File: src/rtl/fetch_pkg.sv
// Shared types and constants for the instruction fetch sequencer.
//   fetch_state_t          : fetch FSM states
//   FETCH_MAX_WAIT_DEFAULT : default memory-response timeout in cycles
package fetch_pkg;

    typedef enum logic [1:0] {
        F_IDLE  = 2'd0,
        F_WAIT  = 2'd1,
        F_DRAIN = 2'd2
    } fetch_state_t;

    localparam int unsigned FETCH_MAX_WAIT_DEFAULT = 16;

endpackage

File: src/rtl/fetch_wait_timer.sv
// Memory wait-state counter for the fetch sequencer.
//   clk, reset : clock, asynchronous active-high reset
//   clear_i    : zero the count (takes priority over en_i)
//   en_i       : one more un-acknowledged read cycle
//   timeout_o  : this enabled cycle is the MAX_WAIT-th consecutive one
module fetch_wait_timer #(
    parameter int unsigned MAX_WAIT = 16
) (
    input  logic clk,
    input  logic reset,
    input  logic clear_i,
    input  logic en_i,
    output logic timeout_o
);

    localparam int unsigned W = $clog2(MAX_WAIT + 1);
    localparam logic [W-1:0] SAT  = W'(MAX_WAIT);
    localparam logic [W-1:0] LAST = W'(MAX_WAIT - 1);

    logic [W-1:0] cnt_q, cnt_d;

    always_comb begin
        cnt_d = cnt_q;
        if (clear_i) begin
            cnt_d = '0;
        end else if (en_i && (cnt_q != SAT)) begin
            cnt_d = cnt_q + 1'b1;
        end
    end

    always_ff @(posedge clk or posedge reset) begin
        if (reset) begin
            cnt_q <= '0;
        end else begin
            cnt_q <= cnt_d;
        end
    end

    // Flag the timeout in the cycle that would be the MAX_WAIT-th miss, so
    // the FSM leaves after exactly MAX_WAIT cycles of mem_rd_en.
    assign timeout_o = en_i && (cnt_q == LAST);

endmodule

File: src/rtl/instr_fetch_unit.sv
// Fetch sequencer: issues a word read at pc, waits for the memory response
// and hands the word to the instruction register.
//   clk, reset      : clock, asynchronous active-high reset
//   fetch_req, pc   : fetch request and address (sampled in F_IDLE)
//   flush           : abort the outstanding fetch, discarding its response
//   mem_addr        : registered read address
//   mem_rd_en       : read request, high while a read is outstanding
//   mem_ready       : memory response valid
//   mem_rd_data     : memory read data
//   rd_data         : registered instruction word
//   ir_write        : one-cycle pulse, rd_data valid
//   fetch_busy      : read outstanding
//   misaligned      : one-cycle pulse, request had pc[1:0] != 0
//   bus_err         : one-cycle pulse, memory timeout
module instr_fetch_unit
    import fetch_pkg::*;
#(
    parameter int unsigned MAX_WAIT = FETCH_MAX_WAIT_DEFAULT
) (
    input  logic        clk,
    input  logic        reset,
    input  logic        fetch_req,
    input  logic [31:0] pc,
    input  logic        flush,
    output logic [31:0] mem_addr,
    output logic        mem_rd_en,
    input  logic        mem_ready,
    input  logic [31:0] mem_rd_data,
    output logic [31:0] rd_data,
    output logic        ir_write,
    output logic        fetch_busy,
    output logic        misaligned,
    output logic        bus_err
);

    fetch_state_t state_q, state_d;
    logic [31:0]  mem_addr_q, mem_addr_d;
    logic [31:0]  rd_data_q, rd_data_d;
    logic         ir_write_q, ir_write_d;
    logic         misaligned_q, misaligned_d;
    logic         bus_err_q, bus_err_d;
    logic         timeout;

    fetch_wait_timer #(
        .MAX_WAIT(MAX_WAIT)
    ) u_timer (
        .clk      (clk),
        .reset    (reset),
        .clear_i  (state_q == F_IDLE),
        .en_i     ((state_q != F_IDLE) && !mem_ready),
        .timeout_o(timeout)
    );

    always_comb begin
        state_d      = state_q;
        mem_addr_d   = mem_addr_q;
        rd_data_d    = rd_data_q;
        ir_write_d   = 1'b0;
        misaligned_d = 1'b0;
        bus_err_d    = 1'b0;
        unique case (state_q)
            F_IDLE: begin
                if (!flush && fetch_req) begin
                    if (pc[1:0] != 2'b00) begin
                        misaligned_d = 1'b1;
                    end else begin
                        mem_addr_d = pc;
                        state_d    = F_WAIT;
                    end
                end
            end
            F_WAIT: begin
                if (mem_ready) begin
                    if (!flush) begin
                        rd_data_d  = mem_rd_data;
                        ir_write_d = 1'b1;
                    end
                    state_d = F_IDLE;
                end else if (timeout) begin
                    // Timeout wins over a simultaneous flush.
                    bus_err_d = 1'b1;
                    state_d   = F_IDLE;
                end else if (flush) begin
                    state_d = F_DRAIN;
                end
            end
            F_DRAIN: begin
                if (mem_ready) begin
                    state_d = F_IDLE;
                end else if (timeout) begin
                    bus_err_d = 1'b1;
                    state_d   = F_IDLE;
                end
            end
            default: state_d = F_IDLE;
        endcase
    end

    always_ff @(posedge clk or posedge reset) begin
        if (reset) begin
            state_q      <= F_IDLE;
            mem_addr_q   <= '0;
            rd_data_q    <= '0;
            ir_write_q   <= 1'b0;
            misaligned_q <= 1'b0;
            bus_err_q    <= 1'b0;
        end else begin
            state_q      <= state_d;
            mem_addr_q   <= mem_addr_d;
            rd_data_q    <= rd_data_d;
            ir_write_q   <= ir_write_d;
            misaligned_q <= misaligned_d;
            bus_err_q    <= bus_err_d;
        end
    end

    assign mem_addr   = mem_addr_q;
    assign mem_rd_en  = (state_q != F_IDLE);
    assign fetch_busy = mem_rd_en;
    assign rd_data    = rd_data_q;
    assign ir_write   = ir_write_q;
    assign misaligned = misaligned_q;
    assign bus_err    = bus_err_q;

endmodule

File: config.mk
export PLATFORM = sky130hd
export DESIGN_NAME = instr_fetch_unit
export DESIGN_NICKNAME = d
export VERILOG_FILES = /design/src/rtl/fetch_pkg.sv /design/src/rtl/fetch_wait_timer.sv /design/src/rtl/instr_fetch_unit.sv
export SDC_FILE = /design/constraint.sdc
export NUM_CORES = 1
export LEC_CHECK = 0
export ABC_CLOCK_PERIOD_IN_PS = 3500
export CAP_MARGIN = 0
export CORE_MARGIN = 8
export CORE_UTILIZATION = 35
export CTS_BUF_LIST = sky130_fd_sc_hd__clkbuf_4 sky130_fd_sc_hd__clkbuf_8
export CTS_CLUSTER_SIZE = 25
export DETAILED_ROUTE_END_ITERATION = 8
export DONT_BUFFER_PORTS = 1
export PLACE_DENSITY = 0.57
export SYNTH_ARGS = -nofsm -noshare
export SYNTH_HDL_FRONTEND = slang
export SYNTH_SLANG_ARGS = --single-unit
export TNS_END_PERCENT = 50
File: constraint.sdc
create_clock -name clk -period 3.5 [get_ports clk]
set_clock_uncertainty 0.1 [all_clocks]
set_input_delay 0.7 -clock clk [delete_from_list [all_inputs] [get_ports clk]]
set_output_delay 0.7 -clock clk [all_outputs]
set_load 0.02 [all_outputs]
## After elaboration in Yosys (flattened, before gate mapping)

Index checks and enable logic that the tools add are counted.
W data, S select, Z words.

- Equal/unequal tests: 8
- $mul: 0
- Shift-type cells: 0
- Reductions and logical operators: 14
- Mux-type cells: 19
- Divide/modulo/power cells: 0
- Magnitude comparators: 0
- Add/sub/neg operators: 1
- Bitwise logic cells: 2

Operators with widths:

| kind | count |
|---|---|
| $mux W2 | 7 |
| $mux W5 | 2 |
| $mux W1 | 9 |
| $pmux W2 S3 | 1 |
| $reduce_and A3 Y1 | 2 |
| $reduce_bool A2 Y1 | 3 |
| $add A5 B1 Y5 const B | 1 |
| $eq A5 B4 Y1 const B | 1 |
| $ne A5 B5 Y1 const B | 1 |
| $logic_and A1 B1 Y1 | 4 |
| $ne A2 B2 Y1 const B | 2 |
| $ne A4 B4 Y1 const B | 1 |
| $reduce_and A4 Y1 | 1 |
| $ne A3 B3 Y1 const B | 1 |
| $eq A2 B1 Y1 const B | 1 |
| $eq A2 B2 Y1 const B | 1 |
| $logic_not A1 Y1 | 2 |
| $logic_not A2 Y1 | 1 |
| $not A1 Y1 | 2 |
| $reduce_or A2 Y1 | 1 |

- Word-level logic and storage cells: 51
- Memories kept: 0
- Bits in read-only memories: 0
- Register bits after elaboration: 74
- Latch bits: 0
- Memory bits (writable): 0

## Depth between registers and ports, before layout

Gate-level depths: netlist of run 1.

- Depth after elaboration: 6
- Mapped depth: 6
- Mapped depth without buffers: 6

## Hierarchy

From an unflattened synthesis of run 1, not the netlist that was laid out.

- Cell total of the unflattened synthesis: 194
- Area, all modules: 3134.3 um^2

Modules (own cells, without submodules):

| module | area an instance (um^2) | cells each | seq. area each (um^2) | instances |
|---|---|---|---|---|
| instr_fetch_unit | 2830.2 | 163 | 1726.7 | 1 |
| fetch_wait_timer | 304.0 | 31 | 125.1 | 1 |

## Worst setup path after synthesis of run 1

OpenSTA, ideal clock, no wires.

- Path kind: reg2out
- Start point: register state_q[0]
- End point: output port mem_rd_en
- Path slack: 1.543 ns
- Cell stages (with the launch flop): 6
- Arrival time: 1.157 ns
- Required time: 2.700 ns
- Cell sequence: dfrtp_1 > inv_1 > ha_1 > buf_4 > inv_1 > buf_4

- Longest elaborated chain between the ends: 1

Ends and longest elaborated chain:

| item | RTL line | RTL |
|---|---|---|
| start: declaration | instr_fetch_unit.sv:36 | `fetch_state_t state_q, state_d;` |
| start signal: assignment | instr_fetch_unit.sv:108 | `state_q <= state_d;` |
| $reduce_bool A2 Y1 | instr_fetch_unit.sv:118 | `assign mem_rd_en = (state_q != F_IDLE);` |
| end: declaration | instr_fetch_unit.sv:26 | `output logic mem_rd_en,` |

Every way passes these cells.

## Worst setup path in the final report of run 1

- Start point: register state_q[0]
- End point: output port fetch_busy

- Longest elaborated chain between the ends: 1

Ends and longest elaborated chain:

| item | RTL line | RTL |
|---|---|---|
| $reduce_bool A2 Y1 | instr_fetch_unit.sv:118 |  |
| end: declaration | instr_fetch_unit.sv:31 | `output logic fetch_busy,` |

Every way passes these cells.

==> summary.md, run 1 <==
| Metric | Value |
|---|---|
| Status | complete, no violations |
| CP delay by family, top | buffers and inverters |
| Gate Count Post-Synth | 192 |
| Syn_nets | 267 |
| Worst setup path category | reg2out |
| Pwr Density | 959 nW/µm² |
| Final Max Slew Viols | 0 |
| Peak Freq | 0.420 GHz |
| Total GRT Usage | 0.105 |
| Vias in the first global route | 1818 |
| Synth Area in Adders | 0.0253 |
| Yosys warning count | 0 |
| Setup-failing EPs final | 0 |
| Hold Path Class | in2async |
| RePlAce Congestion | 0.719 |
| First drt pass iteration count | 2 |
| Post-Synthesis Cell Area | 2960 µm² |
| Simple-Gate Fraction of Synth Area | 0.0549 |
| Max-slew headroom | 0.665 |
| Leakage | 1.47 nW |
| Final core area utilization | 0.396 |
| Synth Area in Compound Gates | 0.0194 |
| Max IR drop VDD | 0.398 mV |
| Root Buffer | clkbuf_8 |
| Largest net degree at the start of global routing | 40 |
| # diodes | 0 |
| Biggest area consumer among synthesized cells | dfrtp_1 |
| Effective utilization at floorplan | 0.361 |
| Seq/Total Area, Yosys | 0.625 |
| Layout area overhead | 9.84% |
| Die ar. | 11700 µm² |
| Yosys cell types | 28 |
| RSZ-0062 raised after global routing | no |
| Clock transition at path regs | 0.07 ns |
| H-tree depth | 3 |
| Top cells by area, synth | dfrtp_1 62%, mux2_2 24%, ha_1 2.5% |
| Largest family of logic cells by synthesized area | multiplexers |
| Slowest stage cell, crit path | ha_1 |
| # Max-Cap Violations | 0 |
| First-pass GRT wire length | 9.43 mm |
| Total grt overflow | 0 |
| CTS tree | yes |
| CTS buffer count | 9 |
| Vias/cell | 4.98 |
| # fillers | 787 |
| CP Data Arrival Time | 1.58 ns |
| Share of post-route cells with drive strength above 1 | 0.436 |
| Worst path max stage delay | 0.42 ns |
| I/O Buffers | 0 |
| Synth top area share | 0.625 |
| Residual DRC | 0 |
| Dpl ws | 1.45 ns |
| Fin nets | 274 |
| Post-synthesis mux area share | 0.246 |
| Vias | 1539 |
| Num rows | 33 |
| Tmin final | 2.38 ns |
| Final WL | 6.02 mm |
| Register bit total from synthesis | 74 |
| Period utilization | 0.680 |
| CP max FO | 10 |
| Final hold slack | 0.0361 ns |
| Setup_tns | 0 ns |
| Die X | 108 µm |
| Crit path cell chain | inv_1, ha_1, inv_1 |
| Initial antenna violation count | 0 |
| Post_cts resized | 0 |
| CP dominant cell by count | inv_1 |
| Post-CTS Hold Buffers | 0 |
| Average routed wire per standard cell | 19.5 µm |
| PnR worst setup slack | 1.12 ns |
| Initial DRC Count | 36 |
| Worst setup SP type | flop |
| CP bufs+invs | 2 |
| Avg Cell Area, Syn | 15.4 µm² |
| Setup bufs post-CTS | 0 |
| Crit. End Element | output port |
| CTS Buffer Depth | 2 |
| XOR/XNOR Fraction of Synth Area | 0.00295 |
| Clk Latency, worst-skew pair | 0.33 ns |
| Final Hold Vio Count | 0 |
| IO Count | 138 |
| Routed Antenna Nets | 0 |
| Req. time, crit path | 2.70 ns |
| Power Total | 3.12 mW |
| DP Wirelength | 4.54 mm |
| Die Y | 108 µm |
| Clock Sinks | 74 |
| Worst-Margin Slew | 0.502 ns |
| Core area | 8220 µm² |
power by group:
| group | internal (mW) | switching [mW] | total, mW |
|---|---|---|---|
| Combinational | 0.352 | 0.244 | 0.596 |
| Clock | 0.264 | 0.304 | 0.568 |
| Sequential | 1.23 | 0.727 | 1.96 |
layout make-up:
cell class | instances | area, µm² | area share
Multi-Input combinational cell | 101 | 1030 | 0.317
Tap cell | 105 | 131 | 0.0404
Inverter | 9 | 33.8 | 0.0104
Sequential cell | 74 | 1850 | 0.569
Clock buffer | 10 | 131 | 0.0404
Clock inverter | 6 | 43.8 | 0.0135
Timing Repair Buffer | 4 | 30.0 | 0.00922
cells in the mapped netlist:
cell / n
dfrtp_1: 74
mux2_2: 63
inv_1: 9
buf_2: 6
ha_1: 6
nor2_1: 4
nand2_1: 3
and2_1: 2
and3_1: 2
and4bb_2: 2
buf_4: 2
mux2i_1: 2
nor2b_1: 2
a21o_1: 1
a21oi_1: 1
a22o_1: 1
a32o_1: 1
nand2b_1: 1
nand3_1: 1
nand4b_1: 1
nand4b_2: 1
nor3_4: 1
nor4b_1: 1
o2111ai_1: 1
o211a_1: 1
o211ai_1: 1
or4b_4: 1
xor2_1: 1
metal layers:
metal	routed length, µm	track usage	vias to the layer above	part of all wire
met2	2590	0.154	101	0.43
li1	-	-	676	-
met5	0	0	-	0
met4	115	0.0595	0	0.019
met1	2240	0.109	751	0.37
met3	1080	0.0744	11	0.18
state kept, by name, indices dropped and copies added (netlist names):
register / cells
bus_err: 1
ir_write: 1
mem_addr: 32
misaligned: 1
rd_data: 32
state_q: 2
u_timer.cnt_q: 5
through the flow:
stage,instance area [µm²],instances
floorplan,2960,192
global placement,3080,293
CTS,3260,309
global route,3260,309
detailed placement,3080,293
finish,3260,309
cells by family (layout without fill, tap and decap cells):
group                      after synthesis  count (layout)
DFF                                     74              74
muxes                                   65              65
and+or+nand+nor                         22              22
buffers and inverters                   17              29
AOI/OAI and AO/OA                        7               7
adders and majority gates                6               6
xor gates and xnor gates                 1               1
worst paths after layout:
check                          endpoint  slack [ns]  startpoint  cells after the start
min in group clk             misaligned        0.33       flush                      1
max in group asynchronous      ir_write        2.53       reset                      2
hold reg to reg              state_q[1]        0.44  state_q[1]                      1
setup / recovery             fetch_busy        1.12  state_q[0]                      3
setup reg to reg            rd_data[12]        1.51  state_q[1]                      6
hold / removal             mem_addr[24]        0.04       reset                      1
placed cells by master, fill, tap and decap left out, drive strengths merged, types with 2 or more instances in the layout:
master     n
clkinvlp   4
nor2b      2
dfrtp     74
and3       2
nand2      3
mux2      63
clkbuf    10
buf        4
and2       2
clkinv     2
nor2       4
mux2i      2
and4bb     2
ha         6
nand4b     2
inv        9
worst register-to-register path: cells and delay by family (launching register included):
family / cells / cell delay [ns]
fa+ha+maj: 1 / 0.18
buf+inv: 2 / 0.47
simple gates: 2 / 0.35
mux: 1 / 0.40
flops: 1 / 0.38
Power figures use the tool's default switching activity.
==> run 2: changes to the inputs <==
ABC_CLOCK_PERIOD_IN_PS = 2300   (was 3500)
clock period = 2.3 ns   (was 3.5 ns; I/O delays follow)
==> summary.md, run 2 (synthesis results as in run 1) <==
| Metric | Value |
|---|---|
| Status | finished with violations |
| Failing checks | negative hold slack |
| # fillers | 756 (-3.9%) |
| Commonest non-fill, non-tap cells in the layout | 74 x dfrtp_1, 63 x mux2_2, 10 x clkbuf_8 |
| CTS buffer count | 9 (unchanged) |
| Crit. End Element | output port |
| Layout area overhead | 12.4% |
| Setup_tns | 0 ns (unchanged) |
| Comb power frac | 0.187 (-0.004) |
| Peak Freq | 0.471 GHz |
| Final hold slack | -0.00383 ns (-0.0399 ns) |
| Die ar. | 11700 µm² (unchanged) |
| Commonest non-fill, non-tap cell in the layout | dfrtp_1 |
| Seq. cell area | 1850 µm² (unchanged) |
| Setup-failing EPs final | 0 (unchanged) |
| Dpl ws | 0.510 ns (-0.943 ns) |
| Clock transition at path regs | 0.08 ns (about the same) |
| CP Data Arrival Time | 1.56 ns (-0.02 ns) |
| Clk Latency, worst-skew pair | 0.33 ns (about the same) |
| Post-CTS Hold Buffers | 0 (unchanged) |
| R2R Path End | mem_addr[15] |
| Cell area after layout | 3330 µm² (+2.3%) |
| Worst reg2reg setup slack | 0.53 ns (-0.98 ns) |
| # diodes | 0 (unchanged) |
| Max-slew headroom | 0.702 (+0.0366) |
| Hold Path Class | in2async |
| Final Max Slew Viols | 0 (unchanged) |
| Clk pwr share | 0.219 (+0.037) |
| Initial antenna violation count | 0 (unchanged) |
| Root Buffer | clkbuf_8 |
| RSZ-0062 raised after global routing | no |
| Die Y | 108 µm (unchanged) |
| CP max FO | 9 (-1) |
| Inst Count DP | 293 (unchanged) |
| Total GRT Usage | 0.104 (-0.00151) |
| Flop pwr share | 0.594 (-0.033) |
| Setup bufs post-CTS | 0 (unchanged) |
| Max IR drop VDD | 0.735 mV (+85%) |
| First-pass GRT wire length | 9.40 mm (-0.22%) |
| RePlAce Congestion | 0.714 (-0.78%) |
| Num rows | 33 (unchanged) |
| Multi-input logic area | 1030 µm² (unchanged) |
| Leakage | 1.51 nW (+2.8%) |
| Residual DRC | 0 (unchanged) |
| Vias/cell | 4.99 (+0.26%) |
| Period utilization | 0.923 |
| I/O Buffers | 0 (unchanged) |
| Die X | 108 µm (unchanged) |
| Vias | 1543 (+0.26%) |
| Worst-Margin Slew | 0.447 ns (-0.0554 ns) |
| Sw frac | 0.387 (-0.0209) |
| # Max-Cap Violations | 0 (unchanged) |
| Worst setup SP type | flop |
| IO Count | 138 (unchanged) |
| Post_cts resized | 0 (unchanged) |
| DP Wirelength | 4.45 mm (-2.1%) |
| Share of post-route cells with drive strength above 1 | 0.436 (unchanged) |
| Average routed wire per standard cell | 19.4 µm (-0.22%) |
| Routed Antenna Nets | 0 (unchanged) |
| CTS Buffer Depth | 2 (unchanged) |
| Largest net degree at the start of global routing | 75 (+88%) |
| Finished Layout Cells | 309 (unchanged) |
| Final Hold Vio Count | 8 (+8) |
| Placed Area | 3110 µm² (+0.93%) |
| H-tree depth | 3 (unchanged) |
| Cell internal pwr | 3.08 mW (+67%) |
| R2R cell count | 5 (-1) |
| CTS tree | yes |
| Core area | 8220 µm² (unchanged) |
| Req. time, crit path | 1.74 ns (-0.96 ns) |
| Clock Sinks | 74 (unchanged) |
| Crit Reg-Reg Startpoint | state_q[0] |
| PnR worst setup slack | 0.176 ns (-0.942 ns) |
| Final WL | 6.01 mm (-0.22%) |
| Psw | 1.95 mW (+53%) |
| Effective utilization at floorplan | 0.361 (unchanged) |
| Fin nets | 274 (unchanged) |
| First drt pass iteration count | 4 (+2) |
| Worst setup path category | reg2out |
| Initial DRC Count | 47 (+31%) |
| Pwr Density | 1510 nW/µm² (+57%) |
| Total grt overflow | 0 (unchanged) |
| Tmin final | 2.12 ns |
| Vias in the first global route | 1731 (-4.8%) |
## run 2: cell count changes in the layout (fill, tap and decap cells not counted), sizes merged
cell,previous run,this run
bufinv,0,2
clkbuf,10,11
clkinvlp,4,2
inv,9,8
## run 2: worst max-delay path, cell delays in order, from the launching register on
cell and delay [ns]:
dfrtp_1 0.40, inv_1 0.08, ha_1 0.23, buf_4 0.18, inv_1 0.35
## run 2: power groups by stage
stage / Sequential (mW) / Combinational [mW] / Clock (mW)
3_5_place_dp: 3.02 / 0.962 / 0
2_1_floorplan: 2.86 / 0.838 / 0
6_report: 2.99 / 0.939 / 1.10
3_3_place_gp: 3.03 / 0.924 / 0
4_1_cts: 3.01 / 0.957 / 1.16
5_1_grt: 3.08 / 1.04 / 1.21
## run 2: how the worst max path moves through the flow
stage | end | slack, ns | from
2_1_floorplan | mem_rd_en | 0.58 | state_q[0]
4_1_cts | mem_rd_en | 0.15 | state_q[0]
3_3_place_gp | mem_rd_en | 0.54 | state_q[0]
5_1_grt | mem_rd_en | 0.08 | state_q[0]
3_5_place_dp | mem_addr[15] | 0.51 | state_q[0]
6_report | mem_rd_en | 0.18 | state_q[0]
## run 2: final cells by class
| cell class | count | share of cell area |
|---|---|---|
| Timing Repair Buffer | 4 | 0.0165 |
| Clock buffer | 11 | 0.0436 |
| Inverter | 9 | 0.0113 |
| Multi-Input combinational cell | 101 | 0.310 |
| Sequential cell | 74 | 0.556 |
| Tap cell | 105 | 0.0394 |
| Clock inverter | 5 | 0.0233 |
## run 2: per-stage QoR
stage | hold WS, ns | utilization | power [mW]
after floorplan | 0.398 | - | 3.70
after global placement | 0.378 | 0.378 | 3.96
after detailed placement | 0.383 | 0.378 | 3.99
after CTS | 0.00271 | 0.406 | 5.13
after global routing | 0.0218 | 0.406 | 5.33
final | -0.00383 | 0.406 | 5.03
## run 2: per-layer routing
metal / track usage / up-vias / wire length (µm)
met3: 0.0702 / 11 / 1090
met4: 0.0535 / 0 / 110
met1: 0.123 / 741 / 2380
met2: 0.138 / 107 / 2420
li1: - / 684 / -
met5: 0 / - / 0
